[config.mk]
export PLATFORM = sky130hd
export DESIGN_NAME = uart_bus_bridge
export DESIGN_NICKNAME = d
export VERILOG_FILES = /design/src/rtl/bridge_pkg.sv /design/src/rtl/bridge_timeout.sv /design/src/rtl/uart_bus_bridge.sv
export SDC_FILE = /design/constraint.sdc
export NUM_CORES = 1
export LEC_CHECK = 0
export ABC_AREA = 1
export CORE_AREA = 5 5 91 93
export CTS_CLUSTER_DIAMETER = 120
export DETAILED_ROUTE_END_ITERATION = 7
export DIE_AREA = 0 0 96 98
export PLACE_DENSITY = 0.75
export SLEW_MARGIN = 20
export SYNTH_ARGS = -nofsm -noshare
export SYNTH_HDL_FRONTEND = slang
export SYNTH_SLANG_ARGS = --single-unit
[constraint.sdc]
create_clock -name clk -period 1.8 [get_ports clk]
set_input_delay 0.36 -clock clk [delete_from_list [all_inputs] [get_ports clk]]
set_output_delay 0.36 -clock clk [all_outputs]
set_load 0.01 [all_outputs]
[src/rtl/bridge_pkg.sv]
// Shared types and constants for the UART-to-register-bus bridge.
package bridge_pkg;

  typedef enum logic [3:0] {
    IDLE, GET_HI, GET_LO, BUS_WR, BUS_RD, RD_WAIT, TX0, TXW0, TX1, TXW1
  } state_t;

  localparam logic [2:0] SYNC_PATTERN = 3'b101;
  localparam int         CMD_WR_BIT   = 7;
  localparam int         CMD_SYNC_MSB = 6;
  localparam int         CMD_SYNC_LSB = 4;
  localparam int         CMD_ADDR_MSB = 3;
  localparam int         CMD_ADDR_LSB = 0;
  localparam logic [7:0] DEFAULT_ACK  = 8'h06;

  function automatic logic cmd_sync_ok(input logic [7:0] cmd);
    return (cmd[CMD_SYNC_MSB:CMD_SYNC_LSB] == SYNC_PATTERN);
  endfunction

endpackage

[src/rtl/bridge_timeout.sv]
// Inter-byte watchdog: loads TIMEOUT_CYC on clear, counts down while enabled, flags expiry at zero.
// Single-cycle registered count; expired is combinational from the count.
module bridge_timeout #(
  parameter int TIMEOUT_CYC = 50000
) (
  input  logic clk,
  input  logic rst,
  input  logic i_clear,
  input  logic i_en,
  output logic o_expired
);

  localparam int             W    = $clog2(TIMEOUT_CYC + 1);
  localparam logic [W-1:0]   LOAD = W'(TIMEOUT_CYC);

  logic [W-1:0] r_cnt;

  always_ff @(posedge clk or negedge rst) begin
    if (!rst) begin
      r_cnt <= '0;
    end else if (i_clear) begin
      r_cnt <= LOAD;
    end else if (i_en && (r_cnt != '0)) begin
      r_cnt <= r_cnt - W'(1);
    end
  end

  assign o_expired = (r_cnt == '0);

endmodule

[src/rtl/uart_bus_bridge.sv]
// Decodes UART command frames into single-cycle register-bus reads/writes and returns ack/read bytes.
// Bus strobe one cycle after the final frame byte; responses wait for tx_busy low, extra rx bytes are dropped.
module uart_bus_bridge
  import bridge_pkg::*;
#(
  parameter int         TIMEOUT_CYC = 50000,
  parameter int         RD_LAT      = 1,
  parameter logic [7:0] ACK_BYTE    = DEFAULT_ACK
) (
  input  logic        clk,
  input  logic        rst,
  input  logic [7:0]  rx_data,
  input  logic        rx_valid,
  output logic [7:0]  tx_data,
  output logic        tx_start,
  input  logic        tx_busy,
  output logic        bus_cs,
  output logic [3:0]  bus_addr,
  output logic        bus_rd,
  output logic        bus_wr,
  output logic [15:0] bus_wdata,
  input  logic [15:0] bus_rdata,
  output logic        frame_err
);

  localparam logic [1:0] LAT_LAST = 2'(RD_LAT - 1);

  state_t      r_state;
  logic        r_bus_cs;
  logic        r_bus_rd;
  logic        r_bus_wr;
  logic [3:0]  r_bus_addr;
  logic [15:0] r_bus_wdata;
  logic [15:0] r_rdata;
  logic [7:0]  r_tx_data;
  logic        r_tx_start;
  logic        r_frame_err;
  logic        r_is_rd;
  logic [1:0]  r_lat_cnt;

  logic w_rx_ok_state;
  logic w_clear;
  logic w_en;
  logic w_expired;

  assign w_rx_ok_state = (r_state == IDLE) || (r_state == GET_HI) || (r_state == GET_LO);
  assign w_clear       = rx_valid && w_rx_ok_state;
  assign w_en          = (r_state == GET_HI) || (r_state == GET_LO);

  bridge_timeout #(
    .TIMEOUT_CYC (TIMEOUT_CYC)
  ) u_timeout (
    .clk       (clk),
    .rst       (rst),
    .i_clear   (w_clear),
    .i_en      (w_en),
    .o_expired (w_expired)
  );

  always_ff @(posedge clk or negedge rst) begin
    if (!rst) begin
      r_state     <= IDLE;
      r_bus_cs    <= 1'b0;
      r_bus_rd    <= 1'b0;
      r_bus_wr    <= 1'b0;
      r_bus_addr  <= 4'h0;
      r_bus_wdata <= 16'h0000;
      r_rdata     <= 16'h0000;
      r_tx_data   <= 8'h00;
      r_tx_start  <= 1'b0;
      r_frame_err <= 1'b0;
      r_is_rd     <= 1'b0;
      r_lat_cnt   <= 2'd0;
    end else begin
      r_frame_err <= rx_valid && !w_rx_ok_state;
      case (r_state)
        IDLE: begin
          if (rx_valid) begin
            if (cmd_sync_ok(rx_data)) begin
              r_bus_addr <= rx_data[CMD_ADDR_MSB:CMD_ADDR_LSB];
              r_is_rd    <= !rx_data[CMD_WR_BIT];
              if (rx_data[CMD_WR_BIT]) begin
                r_state <= GET_HI;
              end else begin
                r_state  <= BUS_RD;
                r_bus_cs <= 1'b1;
                r_bus_rd <= 1'b1;
              end
            end else begin
              r_frame_err <= 1'b1;
            end
          end
        end
        GET_HI: begin
          if (rx_valid) begin
            r_bus_wdata[15:8] <= rx_data;
            r_state           <= GET_LO;
          end else if (w_expired) begin
            r_frame_err <= 1'b1;
            r_state     <= IDLE;
          end
        end
        GET_LO: begin
          if (rx_valid) begin
            r_bus_wdata[7:0] <= rx_data;
            r_state          <= BUS_WR;
            r_bus_cs         <= 1'b1;
            r_bus_wr         <= 1'b1;
          end else if (w_expired) begin
            r_frame_err <= 1'b1;
            r_state     <= IDLE;
          end
        end
        BUS_WR: begin
          r_bus_cs <= 1'b0;
          r_bus_wr <= 1'b0;
          r_state  <= TX0;
        end
        BUS_RD: begin
          r_bus_cs  <= 1'b0;
          r_bus_rd  <= 1'b0;
          r_lat_cnt <= 2'd0;
          r_state   <= RD_WAIT;
        end
        RD_WAIT: begin
          if (r_lat_cnt == LAT_LAST) begin
            r_rdata <= bus_rdata;
            r_state <= TX0;
          end else begin
            r_lat_cnt <= r_lat_cnt + 2'd1;
          end
        end
        TX0: begin
          if (!tx_busy) begin
            r_tx_data  <= r_is_rd ? r_rdata[15:8] : ACK_BYTE;
            r_tx_start <= 1'b1;
            r_state    <= TXW0;
          end
        end
        TX1: begin
          if (!tx_busy) begin
            r_tx_data  <= r_rdata[7:0];
            r_tx_start <= 1'b1;
            r_state    <= TXW1;
          end
        end
        // The first wait cycle is the tx_start cycle itself; busy only rises after it.
        TXW0, TXW1: begin
          if (r_tx_start) begin
            r_tx_start <= 1'b0;
          end else if (!tx_busy) begin
            r_state <= ((r_state == TXW0) && r_is_rd) ? TX1 : IDLE;
          end
        end
        default: r_state <= IDLE;
      endcase
    end
  end

  assign bus_cs    = r_bus_cs;
  assign bus_rd    = r_bus_rd;
  assign bus_wr    = r_bus_wr;
  assign bus_addr  = r_bus_addr;
  assign bus_wdata = r_bus_wdata;
  assign tx_data   = r_tx_data;
  assign tx_start  = r_tx_start;
  assign frame_err = r_frame_err;

endmodule

==> metrics.cfg <==
[outcome]
status = finished clean

[global_route]
grt_overflow = 0
antenna_found_initial = 0
grt_usage = 0.1960
grt_pass1_vias = 3144
grt_first_pass_wirelength_mm = 14.67
grt_max_degree = 73

[timing]
max_slew_margin = 0.6675
finalHoldViolCount = 0
maxSlewViolCount = 0
fmax_ghz = 0.6001
holdWs_ns = 0.03428
clock_skew_ns = 0.005879
fin_crit_ns = 1.666
final.period_utilization = 0.9257
finalSetupViolations = 0
tightest_slew_ns = 0.4970

[power]
clkPwrFrac = 0.150
power.switching_w = 0.003468
leakagePower_nw = 2.314
swShare = 0.4213
vdd_drop_max_mv = 0.8138
power_frac_seq = 0.350
power_density_nw_per_um2 = 1793
p_total_w = 0.008230
p_int_w = 0.004762
combPwrFrac = 0.500

[final_layout]
syn2layout_area_growth_pct = 26.78
final_cell_mix = nand2_1 (151), dfrtp_1 (72), clkdlybuf4s50_1 (59)
layout-drive-gt1-share = 0.1148
final_common_cell = nand2_1
nNetsFinal = 565
final_cells = 642
antenna_cells = 0

[logic_synthesis]
ys_warn_count = 0
synth.distinct_cells = 33
yosysSeqAreaShare = 0.4976
ys_seq_elements = 72
synth_area_um2 = 3621
syn_inst = 461
netlist.area_leader.share = 0.4976
yosys.area.top_type = dfrtp_1
synth_area_leaders = dfrtp_1 (50%), nand2_1 (16%), nor2_1 (6.0%), o21ai_0 (4.7%), inv_1 (4.1%)
syn_area_per_cell_um2 = 7.855
syn_nets = 491

[place]
place_inst = 626
routabilityCongestion = 0.9099
portBuffers = 60
dp_hpwl_mm = 6.242

[routing]
viasPerCell = 4.939
detail_route.wirelength_mm = 8.308
first_pass_iters = 4
ant_nets = 0
drt-wirelength-per-cell_um = 12.94
vias = 3171
drc = 0
drt-initial-drc-count = 192

[clock_network]
clkTransAtPathRegs_ns = 0.07
cts_hold_buffers = 0
h-tree-depth = 3
insertion_delay_ns = 0.34
cts_tree = built
clockBufferDepth = 2
cts-root-buf = clkbuf_8
cts_buffers = 9
clock_sinks = 72

[min_path]
worstHoldPathType = in -> async

[setup_path]
reg2reg_slack_ns = 0.13
ff2ff_path_depth = 10
crit_path_max_fanout = 10
critical_path_class = reg -> reg
critical_path_required_ns = 2.03
r2r_start = u_timeout.r_cnt[0]$_DFFE_PN0P_
critPathCaptureType = register
rr_endpoint = u_timeout.r_cnt[6]$_DFFE_PN0P_
cp.arrival_ns = 1.90
start_kind = register

[floorplan]
rows = 32
die_y_um = 98
fp.coreArea_um2 = 7447
die_w_um = 96
pin_count = 61
initial_core_util = 0.4862
fp.dieArea_um2 = 9408

[job]
max_cap_viol_count = 0

critical path, cell delays in order, from the launching register on:
cell and delay, ns:
dfrtp_1 0.38, inv_1 0.12, ha_1 0.18, nand2_1 0.15, nor2_2 0.16, nand2_1 0.08, nand2_1 0.10, nand2_4 0.11
buf_4 0.16, nand2_1 0.04, o21ai_1 0.06
state kept, by name, summed over array words and instances, names as in the netlist:
| register | cells |
|---|---|
| r_is_rd | 1 |
| r_rdata | 16 |
| bus_addr | 4 |
| r_state | 4 |
| bus_wr | 1 |
| bus_wdata | 16 |
| bus_cs | 1 |
| tx_data | 8 |
| bus_rd | 1 |
| tx_start | 1 |
| frame_err | 1 |
| u_timeout.r_cnt | 16 |
| r_lat_cnt | 2 |
cells by family (layout without fill, tap and decap cells):
group                      count (synthesis)  in the layout  share of synthesized area
and+or+nand+nor                          264            264                     0.3106
DFF                                       72             72                     0.4976
AOI/OAI and AO/OA                         57             57                    0.08639
buffers and inverters                     55            134                    0.06220
muxes                                      8              8                    0.02903
xor gates and xnor gates                   3              3                   0.007258
adders and majority gates                  2              2                   0.006910
synthesized netlist by cell type:
cell type,instances
a21oi_2,1
nor2_2,2
nand4_1,5
nand2_2,9
mux2_4,4
buf_2,4
xor2_1,2
o21bai_1,2
o21ai_2,1
nor2_1,58
dfrtp_1,72
inv_2,6
nor2_4,2
nand3b_1,3
o21ai_0,34
buf_6,1
nor2_8,1
nand3_2,2
xnor2_1,1
o22ai_1,1
mux2_2,4
a21oi_1,10
clkbuf_1,2
nor3_1,1
a21oi_4,1
buf_4,1
ha_1,2
nand2_1,151
nand3_1,30
inv_1,40
inv_4,1
o31ai_1,1
o21ai_1,6
layout make-up:
cell class                      instances  area, µm²
Fill cell                             678       2856
Sequential cell                        72       1802
Multi-Input combinational cell        334       1602
Timing Repair Buffer                   71      690.7
Inverter                               47      181.4
Clock buffer                           10      127.6
Tap cell                              102      127.6
Clock inverter                          6      60.06
worst max path at each step:
stage | from | endpoint | slack, ns
2_1_floorplan | u_timeout.r_cnt[0]$_DFFE_PN0P_ | u_timeout.r_cnt[6]$_DFFE_PN0P_ | 0.32
3_3_place_gp | rx_data[6] | r_state[0]$_DFFE_PN0P_ | 0.02
3_5_place_dp | rx_data[4] | r_state[2]$_DFFE_PN0P_ | -0.02
4_1_cts | u_timeout.r_cnt[0]$_DFFE_PN0P_ | u_timeout.r_cnt[2]$_DFFE_PN0P_ | 0.06
5_1_grt | u_timeout.r_cnt[0]$_DFFE_PN0P_ | u_timeout.r_cnt[6]$_DFFE_PN0P_ | -0.005
6_report | u_timeout.r_cnt[0]$_DFFE_PN0P_ | u_timeout.r_cnt[6]$_DFFE_PN0P_ | 0.13
power groups by stage:
| stage | registers [W] | clock network [W] | logic, W |
|---|---|---|---|
| 2_1_floorplan | 0.00293 | 0 | 0.00255 |
| 3_3_place_gp | 0.00289 | 0 | 0.00396 |
| 3_5_place_dp | 0.00291 | 0 | 0.00409 |
| 4_1_cts | 0.00288 | 0.00126 | 0.00411 |
| 5_1_grt | 0.00299 | 0.00135 | 0.00464 |
| 6_report | 0.00288 | 0.00123 | 0.00412 |
routing by layer:
layer / track usage / routed length (µm) / part of all wire
met1: 0.2640 / 3701 / 0.45
met2: 0.3123 / 4191 / 0.50
met3: 0.05855 / 354 / 0.043
met4: 0.04158 / 61 / 0.0073
met5: 0 / 0 / 0
stage by stage:
step / TNS, ns / area, µm² / util / setup slack (ns)
2_1_floorplan: 0 / 3621 / - / 0.3169
3_3_place_gp: 0 / 4393 / 0.5899 / 0.02001
3_5_place_dp: -0.06076 / 4393 / 0.5899 / -0.01928
4_1_cts: 0 / 4581 / 0.6151 / 0.06202
5_1_grt: -0.004613 / 4591 / 0.6164 / -0.004613
6_report: 0 / 4591 / 0.6164 / 0.1337
repair_timing:
action | in CTS | in global routing
hold endpoints to repair | 0 | 0
gates resized for setup | 0 | 3
setup endpoints to repair | 0 | 11
setup buffers | 0 | 0
Note: power is estimated with default switching activity, not from simulation.
